`config.mk`:
```
export PLATFORM = sky130hd
export DESIGN_NAME = word_stable_capture
export DESIGN_NICKNAME = d
export VERILOG_FILES = /design/src/rtl/word_stable_capture.sv
export SDC_FILE = /design/constraint.sdc
export NUM_CORES = 1
export LEC_CHECK = 0
export ABC_AREA = 1
export ABC_CLOCK_PERIOD_IN_PS = 3000
export BUFFER_PORTS_ARGS = -buffer_cell sky130_fd_sc_hd__buf_2
export CORE_MARGIN = 1.5
export CORE_UTILIZATION = 60
export CTS_CLUSTER_DIAMETER = 100
export DETAILED_ROUTE_END_ITERATION = 8
export GPL_TIMING_DRIVEN = 0
export PLACE_DENSITY_LB_ADDON = 0.3
export SYNTH_ARGS = -nofsm -noshare
export SYNTH_HDL_FRONTEND = slang
export SYNTH_SLANG_ARGS = --single-unit
```
`constraint.sdc`:
```
create_clock -name clk -period 3 [get_ports clk]
set_clock_uncertainty 0.2 [all_clocks]
set_input_delay 0.15 -clock clk [delete_from_list [all_inputs] [get_ports clk]]
set_output_delay 0.15 -clock clk [all_outputs]
set_load 0.02 [all_outputs]
```
`src/rtl/word_stable_capture.sv`:
```
// word_stable_capture: recovers an update strobe for a word that changes with no
// strobe of its own. A new value is captured once it has held for P_N_STABLE
// cycles. It is then offered once on a valid/ready interface. Words that are
// replaced before the sink takes them are counted in a saturating drop counter.
module word_stable_capture #(
  parameter int unsigned P_DATA_WIDTH = 32,
  parameter int unsigned P_N_STABLE   = 4,
  parameter int unsigned P_CNT_WIDTH  = 8
) (
  input  logic                    clk,
  input  logic                    rst,
  input  logic [P_DATA_WIDTH-1:0] data_in,
  output logic [P_DATA_WIDTH-1:0] dout,
  output logic                    dout_valid,
  input  logic                    dout_ready,
  output logic                    busy,
  output logic [P_CNT_WIDTH-1:0]  drop_cnt
);

  // Settle counter sized to hold P_N_STABLE without wrapping
  localparam int unsigned CNT_W = $clog2(P_N_STABLE + 1);
  localparam logic [CNT_W-1:0] CNT_ONE  = CNT_W'(1);
  localparam logic [CNT_W-1:0] CNT_LAST = CNT_W'(P_N_STABLE);
  // With a one-cycle stability window a new value is taken straight from IDLE
  localparam bit IMMEDIATE = (P_N_STABLE == 1);

  typedef enum logic {
    IDLE   = 1'b0,
    SETTLE = 1'b1
  } state_t;

  state_t                  state;
  logic [P_DATA_WIDTH-1:0] d_q;
  logic [P_DATA_WIDTH-1:0] cand;
  logic [P_DATA_WIDTH-1:0] last_word;
  logic [CNT_W-1:0]        cnt;
  logic [CNT_W-1:0]        cnt_inc;
  logic                    capture;
  logic [P_DATA_WIDTH-1:0] cap_word;
  logic                    handshake;
  logic                    drop_sat;

  assign cnt_inc   = cnt + CNT_ONE;
  assign handshake = dout_valid & dout_ready;
  assign drop_sat  = &drop_cnt;
  assign busy      = (state == SETTLE) | dout_valid;

  // Input register: every comparison below works on this copy only
  always_ff @(posedge clk) begin
    if (rst) begin
      d_q <= '0;
    end else begin
      d_q <= data_in;
    end
  end

  // Capture decision for the current cycle and the word it delivers
  always_comb begin
    capture  = 1'b0;
    cap_word = cand;
    case (state)
      IDLE: begin
        if (IMMEDIATE && (d_q != last_word)) begin
          capture  = 1'b1;
          cap_word = d_q;
        end
      end
      SETTLE: begin
        if ((d_q == cand) && (cnt_inc == CNT_LAST)) begin
          capture  = 1'b1;
          cap_word = cand;
        end
      end
      default: begin
        capture  = 1'b0;
        cap_word = cand;
      end
    endcase
  end

  // Stability filter: track a candidate until it holds long enough or is abandoned
  always_ff @(posedge clk) begin
    if (rst) begin
      state     <= IDLE;
      cand      <= '0;
      cnt       <= '0;
      last_word <= '0;
    end else begin
      if (capture) begin
        last_word <= cap_word;
      end
      case (state)
        IDLE: begin
          if ((d_q != last_word) && !IMMEDIATE) begin
            cand  <= d_q;
            cnt   <= CNT_ONE;
            state <= SETTLE;
          end
        end
        SETTLE: begin
          if (d_q == cand) begin
            cnt <= cnt_inc;
            if (cnt_inc == CNT_LAST) begin
              state <= IDLE;
            end
          end else if (d_q == last_word) begin
            // Input fell back to the delivered word: treat as a glitch
            state <= IDLE;
          end else begin
            cand <= d_q;
            cnt  <= CNT_ONE;
          end
        end
        default: begin
          state <= IDLE;
        end
      endcase
    end
  end

  // Output holding register with newest-wins overwrite and drop counting
  always_ff @(posedge clk) begin
    if (rst) begin
      dout       <= '0;
      dout_valid <= 1'b0;
      drop_cnt   <= '0;
    end else begin
      if (capture) begin
        dout       <= cap_word;
        dout_valid <= 1'b1;
        if (dout_valid && !dout_ready && !drop_sat) begin
          drop_cnt <= drop_cnt + P_CNT_WIDTH'(1);
        end
      end else if (handshake) begin
        dout_valid <= 1'b0;
      end
    end
  end

endmodule

```
== Yosys cells after proc, flatten, opt, wreduce, memory -nomap -nowiden ==
Cells that the tools add are included.
Widths: inputs -> output; s select.

* Equal/unequal tests: 8
* Multiply operators: 0
* Divide/modulo/power cells: 0
* Magnitude comparators: 0
* $add $sub $neg: 2
* Reductions and logical operators: 10
* Shift-type cells: 0
* Multiplexer cells: 17
* Bitwise gates (word level): 3

{| class="wikitable"
|+ Operator list
! cell !! count
|-
| $mux 32 || 3
|-
| $eq 32x32->1 || 2
|-
| $pmux 32 s2 || 1
|-
| $ne 32x32->1 || 1
|-
| $mux 3 || 3
|-
| $add 8x1->8 const B || 1
|-
| $mux 1 || 8
|-
| $reduce_and 8->1 || 1
|-
| $ne 2x2->1 const B || 3
|-
| $pmux 3 s2 || 1
|-
| $reduce_and 2->1 || 2
|-
| $add 3x1->3 const B || 1
|-
| $eq 3x3->1 const B || 1
|-
| $logic_and 1x1->1 || 3
|-
| $ne 3x3->1 const B || 1
|-
| $reduce_and 3->1 || 1
|-
| $logic_not 1->1 || 2
|-
| $pmux 1 s2 || 1
|-
| $reduce_bool 2->1 || 1
|-
| $and 1x1->1 || 1
|-
| $not 1->1 || 1
|-
| $or 1x1->1 || 1
|}

* Bits in read-only memories: 0
* Memory bits (writable): 0
* Memories kept: 0
* Register bits: 109
* Latch bits: 0
* Output and inout bits: 42

== Longest topological paths before layout ==
Gate-level depths: netlist of the first run.

* Depth in word-level cells: 6
* Depth in mapped cells: 14
* Gate-level depth less buffers: 12

== Least setup slack after synthesis of the first run ==
OpenSTA, ideal clock, no wires.

* Path kind: register -> register
* From: register, netlist name dout[3]
* To: register cand[0]
* Setup time: 0.115 ns
* Path buffers: 2
* Arrival: 1.546 ns
* Cell stages (with the launch flop): 13
* Clock period less this slack: 1.861 ns
* Slack: 1.139 ns
* Cell sequence: dfxtp_1 inv_1 nand2_1 nand2_1 nor2_1 and2_1 nand2_1 nor2b_1 nand2_1 buf_4 clkbuf_1 a21oi_1 nor2_1

{| class="wikitable"
|+ RTL lines
! item !! RTL line !! source
|-
| end signal, assigned || 95 || <nowiki>cand <= d_q;</nowiki>
|-
| end signal, assigned || 110 || <nowiki>cand <= d_q;</nowiki>
|-
| end, declared || 34 || <nowiki>logic [P_DATA_WIDTH-1:0] cand;</nowiki>
|}

== Worst setup path after layout of the first run ==
* From: register d_q[16]
* To: register dout[2]

* Word-level cells in the longest chain between the ends: 4

{| class="wikitable"
|+ RTL lines
! item !! RTL line !! source
|-
| start, declared || 33 || <nowiki>logic [P_DATA_WIDTH-1:0] d_q;</nowiki>
|-
| start signal, assigned || 53 || <nowiki>d_q <= data_in;</nowiki>
|-
| $eq 32x32->1 || 69 || <nowiki>if ((d_q == cand) && (cnt_inc == CNT_LAST)) begin</nowiki>
|-
| $logic_and 1x1->1 || 69 ||
|-
| $mux 1 || 69 ||
|-
| $mux 1 || 61 || <nowiki>case (state)</nowiki>
|-
| end signal, assigned || 129 || <nowiki>dout <= cap_word;</nowiki>
|-
| end, declared || 13 || <nowiki>output logic [P_DATA_WIDTH-1:0] dout,</nowiki>
|}

Every way passes these cells.
A chain may end at the register's enable or synchronous reset.

==> results of run 1 <==
==> synth_stat cells (2+ instances only) <==
master / n / area share, %
sky130_fd_sc_hd__nor2_1: 154 / 10
sky130_fd_sc_hd__ha_1: 3 / 0.68
sky130_fd_sc_hd__nor3_1: 2 / 0.18
sky130_fd_sc_hd__or2_2: 2 / 0.23
sky130_fd_sc_hd__clkbuf_1: 20 / 1.4
sky130_fd_sc_hd__a21oi_1: 40 / 3.6
sky130_fd_sc_hd__nand2_1: 219 / 15
sky130_fd_sc_hd__xnor2_1: 18 / 2.8
sky130_fd_sc_hd__inv_2: 8 / 0.54
sky130_fd_sc_hd__nand3_1: 52 / 4.7
sky130_fd_sc_hd__buf_6: 7 / 1.4
sky130_fd_sc_hd__dfxtp_1: 109 / 39
sky130_fd_sc_hd__nand4_1: 19 / 2.1
sky130_fd_sc_hd__o21ai_1: 9 / 0.81
sky130_fd_sc_hd__o21ai_0: 25 / 2.3
sky130_fd_sc_hd__xor2_1: 9 / 1.4
sky130_fd_sc_hd__buf_2: 7 / 0.63
sky130_fd_sc_hd__inv_1: 174 / 12
==> final timing paths <==
check             endpoint  startpoint
setup / recovery   dout[2]     d_q[16]
hold reg to reg     cnt[2]      cnt[2]
hold / removal      cnt[2]      cnt[2]
setup reg to reg   dout[2]     d_q[16]
==> worst max-delay path, stage by stage (launching register included) <==
cell and delay (ns):
sky130_fd_sc_hd__dfxtp_1 0.36, sky130_fd_sc_hd__xnor2_1 0.36, sky130_fd_sc_hd__nand4_1 0.19, sky130_fd_sc_hd__nor2_2 0.32
sky130_fd_sc_hd__nand3_2 0.14, sky130_fd_sc_hd__buf_6 0.17, sky130_fd_sc_hd__buf_6 0.14, sky130_fd_sc_hd__o21ai_0 0.21
sky130_fd_sc_hd__nor2_1 0.07
==> power by group <==
group / internal (mW) / leakage [nW] / switching, mW
Clock: 0.475 / 0.114 / 0.516
Sequential: 1.49 / 0.893 / 0.0434
Combinational: 0.133 / 2.58 / 0.162
Total: 2.10 / 3.59 / 0.722
==> state kept, by name (all words and copies together), names as in the netlist <==
name / cells
cand: 32
d_q: 32
dout: 32
drop_cnt: 8
cnt: 3
dout_valid: 1
state: 1
==> logic make-up (layout without fill, tap and decap cells) <==
kind of cell	after synthesis	count (layout)
simple gates	454	454
buf+inv	217	344
flops	109	109
compound gates	74	74
xor+xnor	27	27
fa+ha+maj	3	3
==> layout make-up <==
class / count / area (um^2) / share of cell area (%)
Inverter: 182 / 683 / 10.3
Tap cell: 108 / 135 / 2.03
Buffer: 35 / 196 / 2.96
Multi-Input combinational cell: 558 / 2490 / 37.5
Clock inverter: 7 / 96.3 / 1.45
Timing Repair Buffer: 111 / 736 / 11.1
Clock buffer: 9 / 124 / 1.86
Sequential cell: 109 / 2180 / 32.8
==> per-layer routing <==
| metal | GRT usage, % | up-vias |
|---|---|---|
| li1 | - | 2871 |
| met1 | 37.2 | 2425 |
| met2 | 48.8 | 188 |
| met3 | 4.78 | 24 |
| met4 | 10.2 | 0 |
| met5 | 0 | - |
==> through the flow <==
stage	power [mW]	utilization, %
2_1_floorplan	1.74	-
3_3_place_gp	1.81	68.5
3_5_place_dp	1.82	68.5
4_1_cts	2.82	75.1
5_1_grt	2.93	75.1
6_report	2.82	75.1
==> timing repair <==
item | in CTS | in global routing
endpoints found under the hold margin | 34 | 0
hold buffers | 36 | 0
endpoints found under the setup margin | 0 | 0
==> impl_metrics.ini, run 1 <==
[run_status]
outcome = finished, final reports clean

[sta]
setup_viol = 0
fin_crit_period_ns = 2.28
finalHoldWorstSlack_ns = 0.283
fmax_mhz = 439
report.final.hold_viol_count = 0
final_critical_path_setup_slack_ns = 0.724
setup_tns_ns = 0
timing.final.max_slew_violations = 0
setup_repair_after_global_routing_missed_its_margin = false
timing.slew.headroom_pct = 63.7
worstMarginPinSlew_ns = 0.545
fin_crit_sh_pct = 75.9

[detailed_routing]
detail_route.iter0.violations = 297
met2WireLength_um = 6320
num_vias = 5508
dr_wl_met3_um = 852
highest_routed_metal_layer = met4
wl_um = 13700
detailed_router_iteration_count_before_antenna_repair = 5
detail-route-antenna-nets = 0
drc = 0
detail_route.vias_per_cell = 4.92
wl_met1_um = 6220
wl_per_cell_um = 12.2

[yosys]
synth-compound-area-share_pct = 6.67
synthesis.area_per_instance_um2 = 6.28
top_ff_cell_synth = sky130_fd_sc_hd__dfxtp_1
synthCells = 884
synth_simple_gate_area_share_pct = 33.3
synth.net_count = 922
synth-seq-area-share_pct = 39.3
yosys_warnings = 0
synth-adder-area-share_pct = 0.676
combinational_family_with_the_most_area_after_synthesis = simple AND/OR/NAND/NOR gates
synth_enable_flop_cells = 0
post_synth_num_cell_types = 25
synth_xor_area_share_pct = 4.26
synth_area_um2 = 5550
synth.area.mux_share_pct = 0
synthArstFlopShare_pct = 0
yosys_register_bits = 109

[final_layout]
final_cell_mix = 219 x sky130_fd_sc_hd__nand2_1, 174 x sky130_fd_sc_hd__inv_1, 154 x sky130_fd_sc_hd__nor2_1
final_common_cell = sky130_fd_sc_hd__nand2_1
filler_cell_count = 765
design_area_um2 = 6650
nets = 1044
layout-area-overhead-vs-synth_pct = 19.6
antenna_cells = 0
drive_above_1_share_pct = 11.9
finalNonFillerCells = 1119

[grt]
first_pass_grt_wire_length_um = 22700
grt_max_degree = 19
gr-total-overflow = 0
grt_util_overall_pct = 28.8
grt_pass1_vias = 5020
grt_antenna_before_repair = 0

[power_and_ir_drop]
power_density_nw_per_um2 = 424
vdd_drop_max_v = 0.000305
leakagePower_nw = 3.59

[die]
row_count = 34
core_region_area_um2 = 8850
die_width_um = 99.2
initial_utilization_pct = 62.8
die_h_um = 99.2
fp.dieArea_um2 = 9840
io_pins = 77

[worst_setup_path]
worst-endpoint-required_ns = 3.07
ff2ff_path_depth = 8
worstPathArrival_ns = 2.35
reg2reg_slack_ns = 0.72
crit_fanout = 10
critical_path.endpoint_type = register
timing.critical_path.from_type = register
worst-setup-path-type = register to register

[placement]
dp_hpwl_um = 9790
dpl.cell_count = 1067
post_dp_cell_area_um2 = 6060
numPortBuffers = 75
detailedPlace.worstSlack_ns = 0.815
gp_routability_congestion = 0.911

[clock_network]
number_of_setup_buffers_added_after_cts = 0
cts_resized = 0
cts.reportedPaths.clkPinSlew_ns = 0.10
clock_buffer_count_from_cts = 9
cts-htree-levels = 3
clock-root-buffer = sky130_fd_sc_hd__clkbuf_8
cts_tree = yes
clockBufferDepth = 2
cts.sinks = 109
worstSkewPairLatency_ns = 0.38

[hold_path]
timing.hold.worst_path_depth = 2
min_delay_worst_type = register to register

[flow_run]
drv.max_cap_violation_count = 0
(Power assumes the default switching activity.)
==> inputs of run 2 (changes only) <==
--- a/config.mk
+++ b/config.mk
@@ -6,10 +6,10 @@
 export NUM_CORES = 1
 export LEC_CHECK = 0
 export ABC_AREA = 1
-export ABC_CLOCK_PERIOD_IN_PS = 3000
+export ABC_CLOCK_PERIOD_IN_PS = 1900
 export BUFFER_PORTS_ARGS = -buffer_cell sky130_fd_sc_hd__buf_2
 export CORE_MARGIN = 1.5
-export CORE_UTILIZATION = 60
+export CORE_UTILIZATION = 52
 export CTS_CLUSTER_DIAMETER = 100
 export DETAILED_ROUTE_END_ITERATION = 8
 export GPL_TIMING_DRIVEN = 0
==> constraint.sdc (replaced) <==
create_clock -name clk -period 1.9 [get_ports clk]
set_clock_uncertainty 0.2 [all_clocks]
set_input_delay 0.095 -clock clk [delete_from_list [all_inputs] [get_ports clk]]
set_output_delay 0.095 -clock clk [all_outputs]
set_load 0.02 [all_outputs]
==> run 2 against run 1 <==
Net effect: the run now ends with setup timing left; sequential share of layout area is 3.4 points lower; total power increased by 57%; clock-buffer cell count is the same; non-clock buffer count up 31; utilization barely moved; combinational power increased by 86%; sequential cell count is the same; worst hold slack got worse by 0.080 ns; clock power is 44% higher; largest power group unchanged.
==> impl_metrics.ini, run 2 (synthesis gave the netlist of run 1 again) <==
[detailed_routing]
highest_routed_metal_layer = met4
detail_route.vias_per_cell = 4.97
detail-route-antenna-nets = 0
detailed_router_iteration_count_before_antenna_repair = 5
met2WireLength_um = 7750
num_vias = 5857
drc = 0
dr_wl_met3_um = 1020
detail_route.iter0.violations = 432
wl_per_cell_um = 13.7
wl_um = 16200
wl_met1_um = 6910

[grt]
grt_pass1_vias = 5274
first_pass_grt_wire_length_um = 23900
gr-total-overflow = 0
grt_max_degree = 19
grt_util_overall_pct = 26.5
grt_antenna_before_repair = 0

[die]
row_count = 37
initial_utilization_pct = 53.8
io_pins = 77
die_width_um = 106
die_h_um = 106
fp.dieArea_um2 = 11300
core_region_area_um2 = 10300

[power_and_ir_drop]
pwr-share-clk_pct = 32.4
power_density_nw_per_um2 = 569
power.share.sequential_pct = 55.1
share_comb_of_total_power_pct = 12.5
p_switching_mw = 1.20
leakagePower_nw = 4.05
intPower_mw = 3.21
vdd_drop_max_v = 0.000473
share_of_total_power_consumed_by_net_switching_pct = 27.3

[hold_path]
min_delay_worst_type = input pin to register

[clock_network]
worstSkewPairLatency_ns = 0.39
clock_buffer_count_from_cts = 9
cts_tree = yes
cts.sinks = 109
cts-htree-levels = 3
clockBufferDepth = 2
clock-root-buffer = sky130_fd_sc_hd__clkbuf_8
cts.reportedPaths.clkPinSlew_ns = 0.11

[worst_setup_path]
worst-endpoint-required_ns = 2.02
critical_path.endpoint_type = register
timing.critical_path.from_type = register
crit_fanout = 9
worst-setup-path-type = register to register
worstPathArrival_ns = 2.32

[placement]
gp_routability_congestion = 0.896
dpl.cell_count = 1095
numPortBuffers = 75
dp_hpwl_um = 9900

[final_layout]
layout-area-overhead-vs-synth_pct = 39.6
drive_above_1_share_pct = 30.6
final_common_cell = sky130_fd_sc_hd__nand2_1
reg.largest.list = cand: 32 flops, d_q: 32 flops, dout: 32 flops
multi_input_area_um2 = 2930
antenna_cells = 0
nets = 1075
final_cell_mix = 190 x sky130_fd_sc_hd__nand2_1, 165 x sky130_fd_sc_hd__inv_1, 143 x sky130_fd_sc_hd__nor2_1
postLayoutCoreUtil_pct = 75.1
filler_cell_count = 775
seqCellArea_um2 = 2280
finalNonFillerCells = 1178

[sta]
setup_repair_after_global_routing_missed_its_margin = true
fin_crit_period_ns = 2.20
report.final.hold_viol_count = 0
fmax_mhz = 455
timing.final.max_slew_violations = 0
timing.slew.headroom_pct = 55.5
fin_crit_sh_pct = 116
worstMarginPinSlew_ns = 0.667
setup_viol = 72
final_critical_path_setup_slack_ns = -0.300

[run_status]
outcome = finished with violations
violations = setup timing

[flow_run]
drv.max_cap_violation_count = 0
-- run 2: cell types whose count changed in the layout (fill, tap and decap cells not counted), moves of 16 or more --
| cell | before | now |
|---|---|---|
| sky130_fd_sc_hd__a21oi_1 | 40 | 13 |
| sky130_fd_sc_hd__a21oi_2 | 0 | 25 |
| sky130_fd_sc_hd__buf_4 | 1 | 20 |
| sky130_fd_sc_hd__dfxtp_1 | 109 | 63 |
| sky130_fd_sc_hd__dfxtp_2 | 0 | 30 |
| sky130_fd_sc_hd__dfxtp_4 | 0 | 16 |
| sky130_fd_sc_hd__nand2_1 | 219 | 190 |
| sky130_fd_sc_hd__nand2_2 | 1 | 29 |
| sky130_fd_sc_hd__nand3_1 | 52 | 29 |
| sky130_fd_sc_hd__nand3_2 | 1 | 23 |
-- run 2: worst paths after layout --
path,from,end,slack (ns),depth (start not counted)
worst max register to register,cand[0],cand[5],-0.30,14
worst max-delay path,cand[0],cand[5],-0.30,14
worst min register to register,cnt[2],cnt[2],0.28,2
worst min-delay path,rst,d_q[10],0.20,3
-- run 2: through the flow --
step	cell area (um^2)	TNS [ns]	total power, mW	hold slack (ns)	worst slack, ns
floorplan	5550	0	2.74	0.00197	0.0389
global placement	6100	-18.14	2.87	0.0939	-0.331
detailed placement	6100	-17.92	2.87	0.0996	-0.319
CTS	7080	-4.15	4.36	0.195	-0.101
global route	7750	-18.96	4.58	0.243	-0.385
finish	7750	-13.36	4.41	0.203	-0.300
-- run 2: layout make-up --
class / count / share of cell area (%)
clock buffers: 9 / 1.60
plain buffers: 35 / 4.68
well taps: 136 / 2.20
clock inverters: 7 / 0.936
flip-flops and latches: 109 / 29.4
repair buffers: 142 / 14.5
inverters: 182 / 8.85
multi-input cells: 558 / 37.8
-- run 2: timing repair --
item | CTS | global route
cloned | 3 | 6
pin swaps | 24 | 52
setup endpoints to repair | 77 | 77
buffers inserted | 16 | 7
hold buffers | 36 | 0
resized for setup | 100 | 168
hold endpoints to repair | 36 | 0
-- run 2: power groups by stage --
stage,clock [mW],combinational [mW],sequential [mW]
floorplan,0,0.293,2.45
global placement,0,0.398,2.47
detailed placement,0,0.403,2.47
CTS,1.45,0.492,2.42
global route,1.53,0.613,2.44
finish,1.43,0.552,2.43
-- run 2: critical path, stage by stage (launching register included) --
cell and delay (ns):
sky130_fd_sc_hd__dfxtp_1 0.39, sky130_fd_sc_hd__inv_1 0.09, sky130_fd_sc_hd__nand2_1 0.09, sky130_fd_sc_hd__nand2_1 0.05, sky130_fd_sc_hd__nor2_1 0.12, sky130_fd_sc_hd__nand2_1 0.10, sky130_fd_sc_hd__nor2_2 0.12, sky130_fd_sc_hd__nand2_2 0.07
sky130_fd_sc_hd__nor2_4 0.17, sky130_fd_sc_hd__nand2_4 0.09, sky130_fd_sc_hd__buf_12 0.17, sky130_fd_sc_hd__clkbuf_16 0.16, sky130_fd_sc_hd__nand3_1 0.09, sky130_fd_sc_hd__nand2_1 0.09, sky130_fd_sc_hd__nor2_1 0.13
-- run 2: layer usage --
layer | vias to the layer above | GRT usage [%]
met5 | - | 0
met4 | 0 | 8.59
met3 | 55 | 4.60
met2 | 249 | 45.7
met1 | 2608 | 33.3
li1 | 2945 | -
==> inputs of run 3 (changes only) <==
--- a/config.mk
+++ b/config.mk
@@ -8,6 +8,7 @@
 export ABC_AREA = 1
 export ABC_CLOCK_PERIOD_IN_PS = 1900
 export BUFFER_PORTS_ARGS = -buffer_cell sky130_fd_sc_hd__buf_2
+export CORE_ASPECT_RATIO = 1.25
 export CORE_MARGIN = 1.5
 export CORE_UTILIZATION = 52
 export CTS_CLUSTER_DIAMETER = 100
==> run 3 against run 2 <==
Net effect: the flow still finishes with violations (setup timing); critical path depth fell by 3; worst hold slack gained 0.045 ns; sequential share of layout area fell by 1.1 points; fmax is 4.7% higher.
==> impl_metrics.ini, run 3 (synthesis gave the netlist of run 1 again) <==
[run_status]
outcome = finished with violations
violations = setup timing

[worst_setup_path]
worst-endpoint-required_ns = 1.95
highest_delay_cell_along_the_critical_path = sky130_fd_sc_hd__dfxtp_1
critical_path.cell_chain = inv_1 -> nand2_1 -> nand2_1 -> nor2_1 -> nand4_1 -> nor2_4 -> nand3_4 -> buf_12 -> clkbuf_16 -> o21ai_1 -> nor2_1
ff2ff_path_depth = 11
cp_slowest_stage_delay_ns = 0.43
crit_fanout = 9
critical_path.endpoint_type = register
reg2reg_slack_ns = -0.20
worstPathBufferInverterCount = 3
worstPathArrival_ns = 2.15
worst-path-stages = 11
timing.critical_path.from_type = register
critPathTopFamily = simple AND/OR/NAND/NOR gates
worst-setup-path-type = register to register

[die]
io_pins = 77
die_width_um = 95.4
core_region_area_um2 = 10500
row_count = 42
die_h_um = 119
fp.dieArea_um2 = 11300
initial_utilization_pct = 52.8

[final_layout]
reg.largest.list = cand: 32 flops, d_q: 32 flops, dout: 32 flops
filler_cell_count = 713
drive_above_1_share_pct = 33.6
layout-area-overhead-vs-synth_pct = 44.5
nets = 1085
final_common_cell = sky130_fd_sc_hd__nand2_1
design_area_um2 = 8030
final_cell_mix = 182 x sky130_fd_sc_hd__nand2_1, 161 x sky130_fd_sc_hd__inv_1, 135 x sky130_fd_sc_hd__nor2_1
antenna_cells = 0

[placement]
dp_hpwl_um = 9920
gp_routability_congestion = 0.899
numPortBuffers = 75
post_dp_cell_area_um2 = 6090
detailedPlace.worstSlack_ns = -0.303

[sta]
fin_crit_sh_pct = 111
fin_crit_period_ns = 2.10
setup_repair_after_global_routing_missed_its_margin = true
timing.slew.headroom_pct = 50.4
worstMarginPinSlew_ns = 0.745
fmax_mhz = 476
setup_viol = 75
final_critical_path_setup_slack_ns = -0.200
report.final.hold_viol_count = 0
timing.final.max_slew_violations = 0

[grt]
grt_pass1_vias = 5444
first_pass_grt_wire_length_um = 24300
grt_antenna_before_repair = 0
grt_util_overall_pct = 27.6
gr-total-overflow = 0
grt_max_degree = 18

[detailed_routing]
wl_per_cell_um = 14.9
drc = 0
detail_route.iter0.violations = 402
met2WireLength_um = 8770
detailed_router_iteration_count_before_antenna_repair = 5
wl_met1_um = 6850
highest_routed_metal_layer = met4
dr_wl_met3_um = 1110
wl_um = 17700
detail_route.vias_per_cell = 5.21
num_vias = 6164
detail-route-antenna-nets = 0

[power_and_ir_drop]
leakagePower_nw = 4.16
vdd_drop_max_v = 0.000408
power_density_nw_per_um2 = 650

[clock_network]
clockBufferDepth = 2
cts-htree-levels = 3
worstSkewPairLatency_ns = 0.36
cts_tree = yes
clock-root-buffer = sky130_fd_sc_hd__clkbuf_16
cts.sinks = 109
clock_buffer_count_from_cts = 9
cts.reportedPaths.clkPinSlew_ns = 0.07

[flow_run]
drv.max_cap_violation_count = 0

[hold_path]
min_delay_worst_type = input pin to register
timing.hold.worst_path_depth = 3
run 3: changes by cell type in the layout (fill, tap and decap cells not counted), moves of 5 or more:
cell	delta
sky130_fd_sc_hd__buf_4	+7
sky130_fd_sc_hd__nor2_2	+8
sky130_fd_sc_hd__o21ai_0	-5
sky130_fd_sc_hd__nor2_1	-8
sky130_fd_sc_hd__nand2_1	-8
sky130_fd_sc_hd__nand2_2	+8
sky130_fd_sc_hd__o21ai_1	+5
sky130_fd_sc_hd__dfxtp_2	+5
sky130_fd_sc_hd__clkbuf_8	-8
sky130_fd_sc_hd__clkbuf_16	+10
run 3: worst register-to-register path, cell delays in order (launching register included):
cell                        delay [ns]
sky130_fd_sc_hd__dfxtp_1          0.43
sky130_fd_sc_hd__inv_1            0.08
sky130_fd_sc_hd__nand2_1          0.10
sky130_fd_sc_hd__nand2_1          0.06
sky130_fd_sc_hd__nor2_1           0.09
sky130_fd_sc_hd__nand4_1          0.14
sky130_fd_sc_hd__nor2_4           0.21
sky130_fd_sc_hd__nand3_4          0.12
sky130_fd_sc_hd__buf_12           0.18
sky130_fd_sc_hd__clkbuf_16        0.16
sky130_fd_sc_hd__o21ai_1          0.14
sky130_fd_sc_hd__nor2_1           0.07
run 3: path summary, 6_finish.rpt:
kind | startpoint | to
max reg2reg | cand[19] | dout[18]
min reg2reg | cnt[0] | cnt[0]
max | cand[19] | dout[18]
min | rst | d_q[5]
run 3: per-stage QoR:
step	TNS (ns)	power, mW	utilization, %	hold slack, ns	std cells
finish	-9.08	5.22	76.4	0.248	1184
global route	-18.49	5.37	76.4	0.298	1184
CTS	-1.95	5.12	69.8	0.250	1170
detailed placement	-17.02	2.87	58.0	0.100	1091
global placement	-19.13	2.87	58.0	0.0950	1091
floorplan	0	2.74	-	0.00197	884
run 3: layout make-up:
type                            instances  area [um^2]  share of cell area, %
Multi-Input combinational cell        558         2990                   37.2
Sequential cell                       109         2270                   28.3
Timing Repair Buffer                  152         1190                   14.9
Inverter                              182          686                   8.54
Buffer                                 35          377                   4.69
Clock buffer                           10          239                   2.98
Tap cell                              132          165                   2.06
Clock inverter                          6          110                   1.37
run 3: power breakdown:
group	internal [mW]	switching, mW	leakage (nW)
Sequential	2.35	0.0847	0.911
Clock	1.32	0.860	0.165
Combinational	0.268	0.330	3.08
Total	3.94	1.28	4.16
run 3: repair_timing:
action,in CTS,in global routing
setup buffers,24,8
setup endpoints to repair,77,77
endpoints found under the hold margin,35,0
gates cloned,3,6
hold buffers,36,0
pin swaps,14,59
gates resized for setup,128,168
run 3: per-layer routing:
| layer | track usage [%] | up-vias |
|---|---|---|
| met5 | 0 | - |
| met3 | 5.02 | 98 |
| met4 | 12.3 | 0 |
| met2 | 47.7 | 302 |
| li1 | - | 2961 |
| met1 | 32.3 | 2803 |
